<file path="config.mk">
export PLATFORM = sky130hd
export DESIGN_NAME = mem_rmw_ctrl
export DESIGN_NICKNAME = d
export VERILOG_FILES = /design/src/rtl/mem_rmw_ctrl.sv
export SDC_FILE = /design/constraint.sdc
export NUM_CORES = 1
export LEC_CHECK = 0
export CELL_PAD_IN_SITES_DETAIL_PLACEMENT = 0
export CELL_PAD_IN_SITES_GLOBAL_PLACEMENT = 1
export CORE_MARGIN = 3
export CORE_UTILIZATION = 31
export CTS_CLUSTER_DIAMETER = 50
export DETAILED_ROUTE_END_ITERATION = 7
export PLACE_DENSITY = 0.86
export REMOVE_ABC_BUFFERS = 1
export SLEW_MARGIN = 20
export SYNTH_ARGS = -nofsm -noshare
export SYNTH_HDL_FRONTEND = slang
export SYNTH_SLANG_ARGS = --single-unit
</file>
<file path="constraint.sdc">
create_clock -name clk -period 1.87 [get_ports clk]
set_input_delay 0.187 -clock clk [delete_from_list [all_inputs] [get_ports clk]]
set_output_delay 0.187 -clock clk [all_outputs]
set_load 0.01 [all_outputs]
</file>
<file path="src/rtl/mem_rmw_ctrl.sv">
// mem_rmw_ctrl: load/store access controller for a 32-bit word RAM without byte enables.
// Sub-word stores are done as read-modify-write. Loads are lane-extracted and sign- or
// zero-extended. Misaligned or illegal accesses complete immediately with err_o and have
// no RAM effect. Only one request is in flight at a time.
//
// Ports
//   clk, rst_n          clock, asynchronous active-low reset
//   req_i, we_i         request (sampled while ready_o), 1=store / 0=load
//   addr_i              byte address; word index = addr_i[AW+1:2]; upper bits wrap
//   size_i              00 byte, 01 half, 10 word, 11 illegal
//   unsigned_i          load zero-extend (1) / sign-extend (0)
//   wdata_i             store data, right-aligned
//   ready_o             idle, request can be accepted
//   done_o, err_o       one-cycle completion pulse; err_o qualifies done_o
//   rdata_o             last load result, held until the next load completes
//   ram_r_*             RAM read port, data returns one cycle after ram_r_en_o
//   ram_w_*             RAM write port
module mem_rmw_ctrl #(
  parameter int unsigned AW = 12
) (
  input  logic          clk,
  input  logic          rst_n,
  input  logic          req_i,
  input  logic          we_i,
  input  logic [31:0]   addr_i,
  input  logic [1:0]    size_i,
  input  logic          unsigned_i,
  input  logic [31:0]   wdata_i,
  output logic          ready_o,
  output logic          done_o,
  output logic          err_o,
  output logic [31:0]   rdata_o,
  output logic          ram_r_en_o,
  output logic [AW-1:0] ram_r_addr_o,
  input  logic [31:0]   ram_r_data_i,
  output logic          ram_w_en_o,
  output logic [AW-1:0] ram_w_addr_o,
  output logic [31:0]   ram_w_data_o
);

  localparam logic [1:0] SizeByte = 2'b00;
  localparam logic [1:0] SizeHalf = 2'b01;
  localparam logic [1:0] SizeWord = 2'b10;

  typedef enum logic [1:0] {StIdle, StRd, StMrg, StWr} state_e;

  state_e        state_q, state_d;
  logic          we_q, we_d;
  logic [1:0]    size_q, size_d;
  logic          uns_q, uns_d;
  logic [1:0]    off_q, off_d;
  logic [AW-1:0] waddr_q, waddr_d;
  logic [31:0]   wdata_q, wdata_d;
  logic          done_q, done_d;
  logic          err_q, err_d;
  logic [31:0]   rdata_q, rdata_d;

  logic          misaligned;
  logic [7:0]    ld_byte;
  logic [15:0]   ld_half;
  logic [31:0]   ld_val;
  logic [31:0]   merged;

  // Address bits above the RAM word index are intentionally ignored (wrap).
  logic unused_addr;
  assign unused_addr = ^addr_i[31:AW+2];

  assign misaligned = (size_i == 2'b11) ||
                      ((size_i == SizeHalf) && addr_i[0]) ||
                      ((size_i == SizeWord) && (addr_i[1:0] != 2'b00));

  // Load lane extraction from the returned RAM word.
  always_comb begin
    ld_byte = 8'h00;
    unique case (off_q)
      2'd0: ld_byte = ram_r_data_i[7:0];
      2'd1: ld_byte = ram_r_data_i[15:8];
      2'd2: ld_byte = ram_r_data_i[23:16];
      2'd3: ld_byte = ram_r_data_i[31:24];
      default: ld_byte = 8'h00;
    endcase
    ld_half = off_q[1] ? ram_r_data_i[31:16] : ram_r_data_i[15:0];
    ld_val  = ram_r_data_i;
    if (size_q == SizeByte) begin
      ld_val = {{24{~uns_q & ld_byte[7]}}, ld_byte};
    end else if (size_q == SizeHalf) begin
      ld_val = {{16{~uns_q & ld_half[15]}}, ld_half};
    end
  end

  // Store merge: replace the addressed lane of the read word with the store data.
  always_comb begin
    merged = ram_r_data_i;
    if (size_q == SizeByte) begin
      unique case (off_q)
        2'd0: merged[7:0]   = wdata_q[7:0];
        2'd1: merged[15:8]  = wdata_q[7:0];
        2'd2: merged[23:16] = wdata_q[7:0];
        2'd3: merged[31:24] = wdata_q[7:0];
        default: merged = ram_r_data_i;
      endcase
    end else if (size_q == SizeHalf) begin
      if (off_q[1]) begin
        merged[31:16] = wdata_q[15:0];
      end else begin
        merged[15:0] = wdata_q[15:0];
      end
    end
  end

  // Next-state logic.
  always_comb begin
    state_d = state_q;
    we_d    = we_q;
    size_d  = size_q;
    uns_d   = uns_q;
    off_d   = off_q;
    waddr_d = waddr_q;
    wdata_d = wdata_q;
    done_d  = 1'b0;
    err_d   = 1'b0;
    rdata_d = rdata_q;

    unique case (state_q)
      StIdle: begin
        if (req_i) begin
          we_d    = we_i;
          size_d  = size_i;
          uns_d   = unsigned_i;
          off_d   = addr_i[1:0];
          waddr_d = addr_i[AW+1:2];
          wdata_d = wdata_i;
          if (misaligned) begin
            done_d = 1'b1;
            err_d  = 1'b1;
          end else if (we_i && (size_i == SizeWord)) begin
            state_d = StWr;
          end else begin
            state_d = StRd;
          end
        end
      end
      StRd: begin
        state_d = StMrg;
      end
      StMrg: begin
        if (!we_q) begin
          rdata_d = ld_val;
        end
        done_d  = 1'b1;
        state_d = StIdle;
      end
      StWr: begin
        done_d  = 1'b1;
        state_d = StIdle;
      end
      default: begin
        state_d = StIdle;
      end
    endcase
  end

  always_ff @(posedge clk or negedge rst_n) begin
    if (!rst_n) begin
      state_q <= StIdle;
      we_q    <= 1'b0;
      size_q  <= 2'b00;
      uns_q   <= 1'b0;
      off_q   <= 2'b00;
      waddr_q <= '0;
      wdata_q <= 32'h0;
      done_q  <= 1'b0;
      err_q   <= 1'b0;
      rdata_q <= 32'h0;
    end else begin
      state_q <= state_d;
      we_q    <= we_d;
      size_q  <= size_d;
      uns_q   <= uns_d;
      off_q   <= off_d;
      waddr_q <= waddr_d;
      wdata_q <= wdata_d;
      done_q  <= done_d;
      err_q   <= err_d;
      rdata_q <= rdata_d;
    end
  end

  // RAM controls decode from state and captured registers only.
  always_comb begin
    ready_o      = (state_q == StIdle);
    done_o       = done_q;
    err_o        = err_q;
    rdata_o      = rdata_q;
    ram_r_en_o   = (state_q == StRd);
    ram_r_addr_o = waddr_q;
    ram_w_en_o   = (state_q == StWr) || ((state_q == StMrg) && we_q);
    ram_w_addr_o = waddr_q;
    ram_w_data_o = (state_q == StMrg) ? merged : wdata_q;
  end

endmodule

</file>
After elaboration in Yosys (flattened, before gate mapping)
Cells that the tools add are included.
Storage, ports and cells
  register bits after elaboration: 86
  bits in latches: 0
  memory bits (writable): 0
  ROM bits: 0
  input bits: 103
  output and inout bits: 93
  logic and storage cells: 62
  memories kept: 0
Cells by class
  add/subtract/negate cells: 0
  multipliers: 0
  div/mod/pow operators: 0
  magnitude comparators: 0
  equal/unequal tests: 12
  shift operators: 0
  mux-type cells: 21
  bitwise gates (word level): 4
  reductions and logical operators: 15
Operators by type and width (count)
  $mux W32: 5
  $mux W16: 3
  $mux W8: 4
  $pmux W8 S4: 1
  $eq A2 B2 Y1 const B: 6
  $eq A2 B1 Y1 const B: 4
  $logic_not A2 Y1: 3
  $mux W2: 3
  $pmux W2 S3: 1
  $reduce_and A2 Y1: 3
  $logic_and A1 B1 Y1: 4
  $ne A2 B2 Y1 const B: 2
  $logic_or A1 B1 Y1: 3
  $mux W1: 3
  $and A1 B1 Y1: 2
  $not A1 Y1: 2
  $pmux W1 S2: 1
  $reduce_bool A2 Y1: 1
  $reduce_or A2 Y1: 1

Depth between registers and ports, before layout
  depth in word-level cells: 7
  depth in mapped cells: 7
  mapped depth without buffers: 4

Worst setup path before layout
Ideal clock, no wire load.
  path type: register to output
  start point: register off_q[0]
  end point: output port ram_w_data_o[30]
  data arrival time: 1.525 ns
  data required time: 1.683 ns
  path slack: 0.158 ns
  cell stages (with the launch flop): 7
  buffers on the path: 2
  cells stage by stage: dfrtp_1 > buf_2 > buf_2 > a21oi_1 > nor2_1 > o2bb2ai_1 > o31ai_1
Between the ends
  longest elaborated chain between the ends: 4
Ends and longest elaborated chain
  from (decl): line 51  | logic [1:0] off_q, off_d;
  from (signal assigned): line 169  | off_q <= 2'b00;
  from (signal assigned): line 180  | off_q <= off_d;
  $eq A2 B2 Y1: line 95  | unique case (off_q)
  $mux W8: line 95
  $mux W32: line 94  | if (size_q == SizeByte) begin
  $mux W32: line 199  | ram_w_data_o = (state_q == StMrg) ? merged : wdata_q;
  to (decl): line 38  | output logic [31:0] ram_w_data_o
Every way passes these cells.

Worst setup path after layout
  start point: register off_q[1]
  end point: output port ram_w_data_o[6]
Between the ends
  longest elaborated chain between the ends: 4
  elaborated cells between the ends (all ways): 6
  classes of those cells: mux: 5; reduce/logical: 1
Ends and longest elaborated chain (line)
  $mux W16 or $logic_not A2 Y1 (tied branches): 103, 95
  $mux W32 or $mux W8 (tied branches): 102, 95
  $mux W32 (*): 94
  $mux W32 (*): 199
Mark *: on every way between the ends. The rest lies on a longest branch, timed or not.

==> summary.md <==
| Metric | Value |
|---|---|
| Status | finished, violations left |
| Failing checks | setup timing |
| Most Frequent Cell on Critical Path | buf_6 |
| R2R Path Start | size_q[1] |
| R2R Path End | rdata_o[22] |
| Num CTS Buffers | 9 |
| CP Cell Sequence | buf_6 > nor2_4 > buf_6 > a21oi_4 > buf_6 > mux2_4 > buf_6 |
| DIE AREA | 16900 um^2 |
| Ratio of cells with drive above 1 in the final layout | 30.7% |
| Clock transition at the registers of the reported paths | 0.06 ns |
| Period utilization | 107% |
| Max IR drop VDD | 0.000531 V |
| Flops & latches, synth | 86 |
| Synth Instances | 581 |
| Area contributors post-synth | dfrtp_1, nand2_1, nor2_1, mux2i_1, a21oi_1 |
| Post-Syn Area | 4760 um^2 |
| Max-cap viol count | 0 |
| Cell Count, Final, Fillers Out | 1002 |
| Worst Path Max Fanout | 7 |
| PD cells | 1090 nW/um^2 |
| Endpoints failing setup | 41 |
| Slew Viols, Final | 0 |
| CP top delay family | buffers and inverters |
| Initial Util | 32.2% |
| Root Driver | clkbuf_16 |
| Startpoint Class | flop |
| Biggest cell delay along the critical path | 0.39 ns |
| Final nets | 917 |
| Final hold vios | 0 |
| 1st-pass router iterations | 4 |
| CORE AREA | 14800 um^2 |
| Worst path required time | 1.68 ns |
| Rel. slew slack | 73.9% |
| Yosys top cell area share | 45.2% |
| Initial antenna violation count | 0 |
| Clock Sinks | 86 |
| Min-delay worst type | in2async |
| Area grow syn2layout | 71.5% |
| Yosys top cell by area | dfrtp_1 |
| Leakage | 0.00367 uW |
| Ant diodes | 0 |
| Most common cell after layout, fill and taps aside | nand2_1 |
| Max Root-Sink Buffers | 2 |
| Main synth FF type | dfrtp_1 |
| CTS tree | built |
| Largest net degree at the start of global routing | 39 |
| Drt drc | 0 |
| Critical path class | reg2out |
| GP Congestion | 0.847 |
| Avg Cell Area, Syn | 8.20 um^2 |
| Gr busiest metal | met2 |
| R2R setup slack | -0.03 ns |
| Clock Latency Late Sink | 0.35 ns |
| Post-synthesis cell type count | 44 |
| Placed cell areas | 7160 um^2 |
| Final WS setup | -0.132 ns |
| Vias in the first global route | 5029 |
| Final Skew | 0.00931 ns |
| Non-Filler Cell Area, Final | 8170 um^2 |
| Commonest cells after routing, fill and taps aside | nand2_1, clkdlybuf4s50_1, dfrtp_1 |
| Hpwl dp | 13100 um |
| Worst Max-Slew Pin Slew | 0.392 ns |
| Post-synth EDFFs | 0 |
| Die Height | 130 um |
| Setup WS pre-CTS | -0.309 ns |
| 1st-iter DRT viols | 467 |
| Util after Layout | 55.2% |
| ANT nets after route | 0 |
| Routing usage on met1 | 27.6% |
| FF-to-FF path depth | 8 |
| GR Util met3 | 4.54% |
| FFs w/ async S/R, synth | 100% |
| Minimum clock period | 2.00 ns |
| Num rows | 44 |
| RSZ-0062 raised after global routing | yes |
| GRT overflow | 0 |
| M2 GR Usage | 34.0% |
| Via-to-Cell Ratio | 5.07 |
| Stages on worst setup path | 7 |
| Ys Warns | 0 |
| First-pass GRT wire length | 27100 um |
| Io pins | 196 |
| I/O Buffers | 177 |
| Buffers & Inverters on Critical Path | 4 |
| Max Freq | 500 MHz |
| WL/cell | 18.1 um |
| Sequential element share of the synthesized area | 45.2% |
| Routed vias | 5084 |
| Routed wire length | 18100 um |
| Critical Path Slowest Stage Cell | dfrtp_1 |
| WP data arrival | 1.81 ns |
| H-tree depth | 3 |
| Die X-Extent | 130 um |
| GR Util All Layers | 20.7% |
| Worst Setup End Kind | output pin |
| DP Cell Count | 971 |
## worst max path at each step
stage / slack (ns) / to / start
floorplan: -0.68 / rdata_o[0] / state_q[0]
global placement: -0.25 / ram_w_data_o[14] / ram_r_data_i[14]
detailed placement: -0.31 / rdata_o[24] / ram_r_data_i[31]
CTS: -0.10 / ram_w_data_o[6] / off_q[1]
global route: -0.19 / ram_w_data_o[6] / size_q[1]
finish: -0.13 / ram_w_data_o[6] / off_q[1]
## sequential cells by signal, indices dropped and copies added, names as in the netlist
signal        count
size_q            2
ram_r_addr_o     12
uns_q             1
done_o            1
wdata_q          32
err_o             1
state_q           2
rdata_o          32
off_q             2
we_q              1
## synthesized netlist by cell type, drive strengths merged (2+ instances only)
cell and instances:
a221oi 5, mux2i 18, mux2 8, a22oi 8, nor2b 9, buf 27
or3 2, o21ai 20, a31oi 14, inv 5, nor2 51, a21o 5
o31ai 8, dfrtp 86, nand2b 4, a22o 10, o2bb2ai 7, or2 3
a21oi 29, nor3 3, nand3b 4, a2bb2oi 10, nand2 199, o22ai 8
clkbuf 27
## where the power goes
part           switching, uW  internal [uW]  leakage (uW)
clock network            745           1060      0.000141
logic                   2020           2290       0.00250
registers                389           2410       0.00103
## worst register-to-register path: cells and delay by family, from the launching register on
kind	cells	cell delay [ns]
buffers and inverters	4	0.58
DFF	1	0.39
AOI/OAI and AO/OA	3	0.42
and+or+nand+nor	1	0.42
## layer usage
metal / part of all wire (%) / up-vias / wire length (um)
li1: - / 2431 / -
met1: 44 / 2469 / 7900
met2: 49 / 161 / 8870
met3: 5.4 / 23 / 979
met4: 1.9 / 0 / 346
met5: 0 / - / 0
## kinds of logic after synthesis
logic type / share of synthesized area [%]
AND/OR/NAND/NOR: 23.9
AO/OA/AOI/OAI: 19.2
flip-flops: 45.2
buffers and inverters: 6.07
multiplexers: 5.67
## final cells by class
cell class	instances	area, um^2
Multi-Input combinational cell	436	2910
Fill cell	1301	6640
Timing Repair Buffer	276	2570
Sequential cell	86	2150
Clock inverter	4	47.5
Clock buffer	11	243
Tap cell	184	230
Inverter	5	18.8
## timing repair
| item | in CTS | in global routing |
|---|---|---|
| gates resized for setup | 230 | 69 |
| pin swaps | 30 | 31 |
| setup buffers | 11 | 6 |
| endpoints found under the hold margin | 20 | 0 |
| endpoints found under the setup margin | 56 | 62 |
| cloned | 0 | 1 |
| hold buffers | 1 | 0 |
## metrics by stage
step                      power, uW  hold slack, ns  TNS, ns
after floorplan                4280          -0.109   -24.40
after global placement         6450          0.0983    -8.47
after detailed placement       6530           0.101   -10.20
after CTS                      8610           0.264    -2.46
after global routing           9440           0.311    -6.22
final                          8910           0.267    -2.18
(Power assumes the default switching activity.)
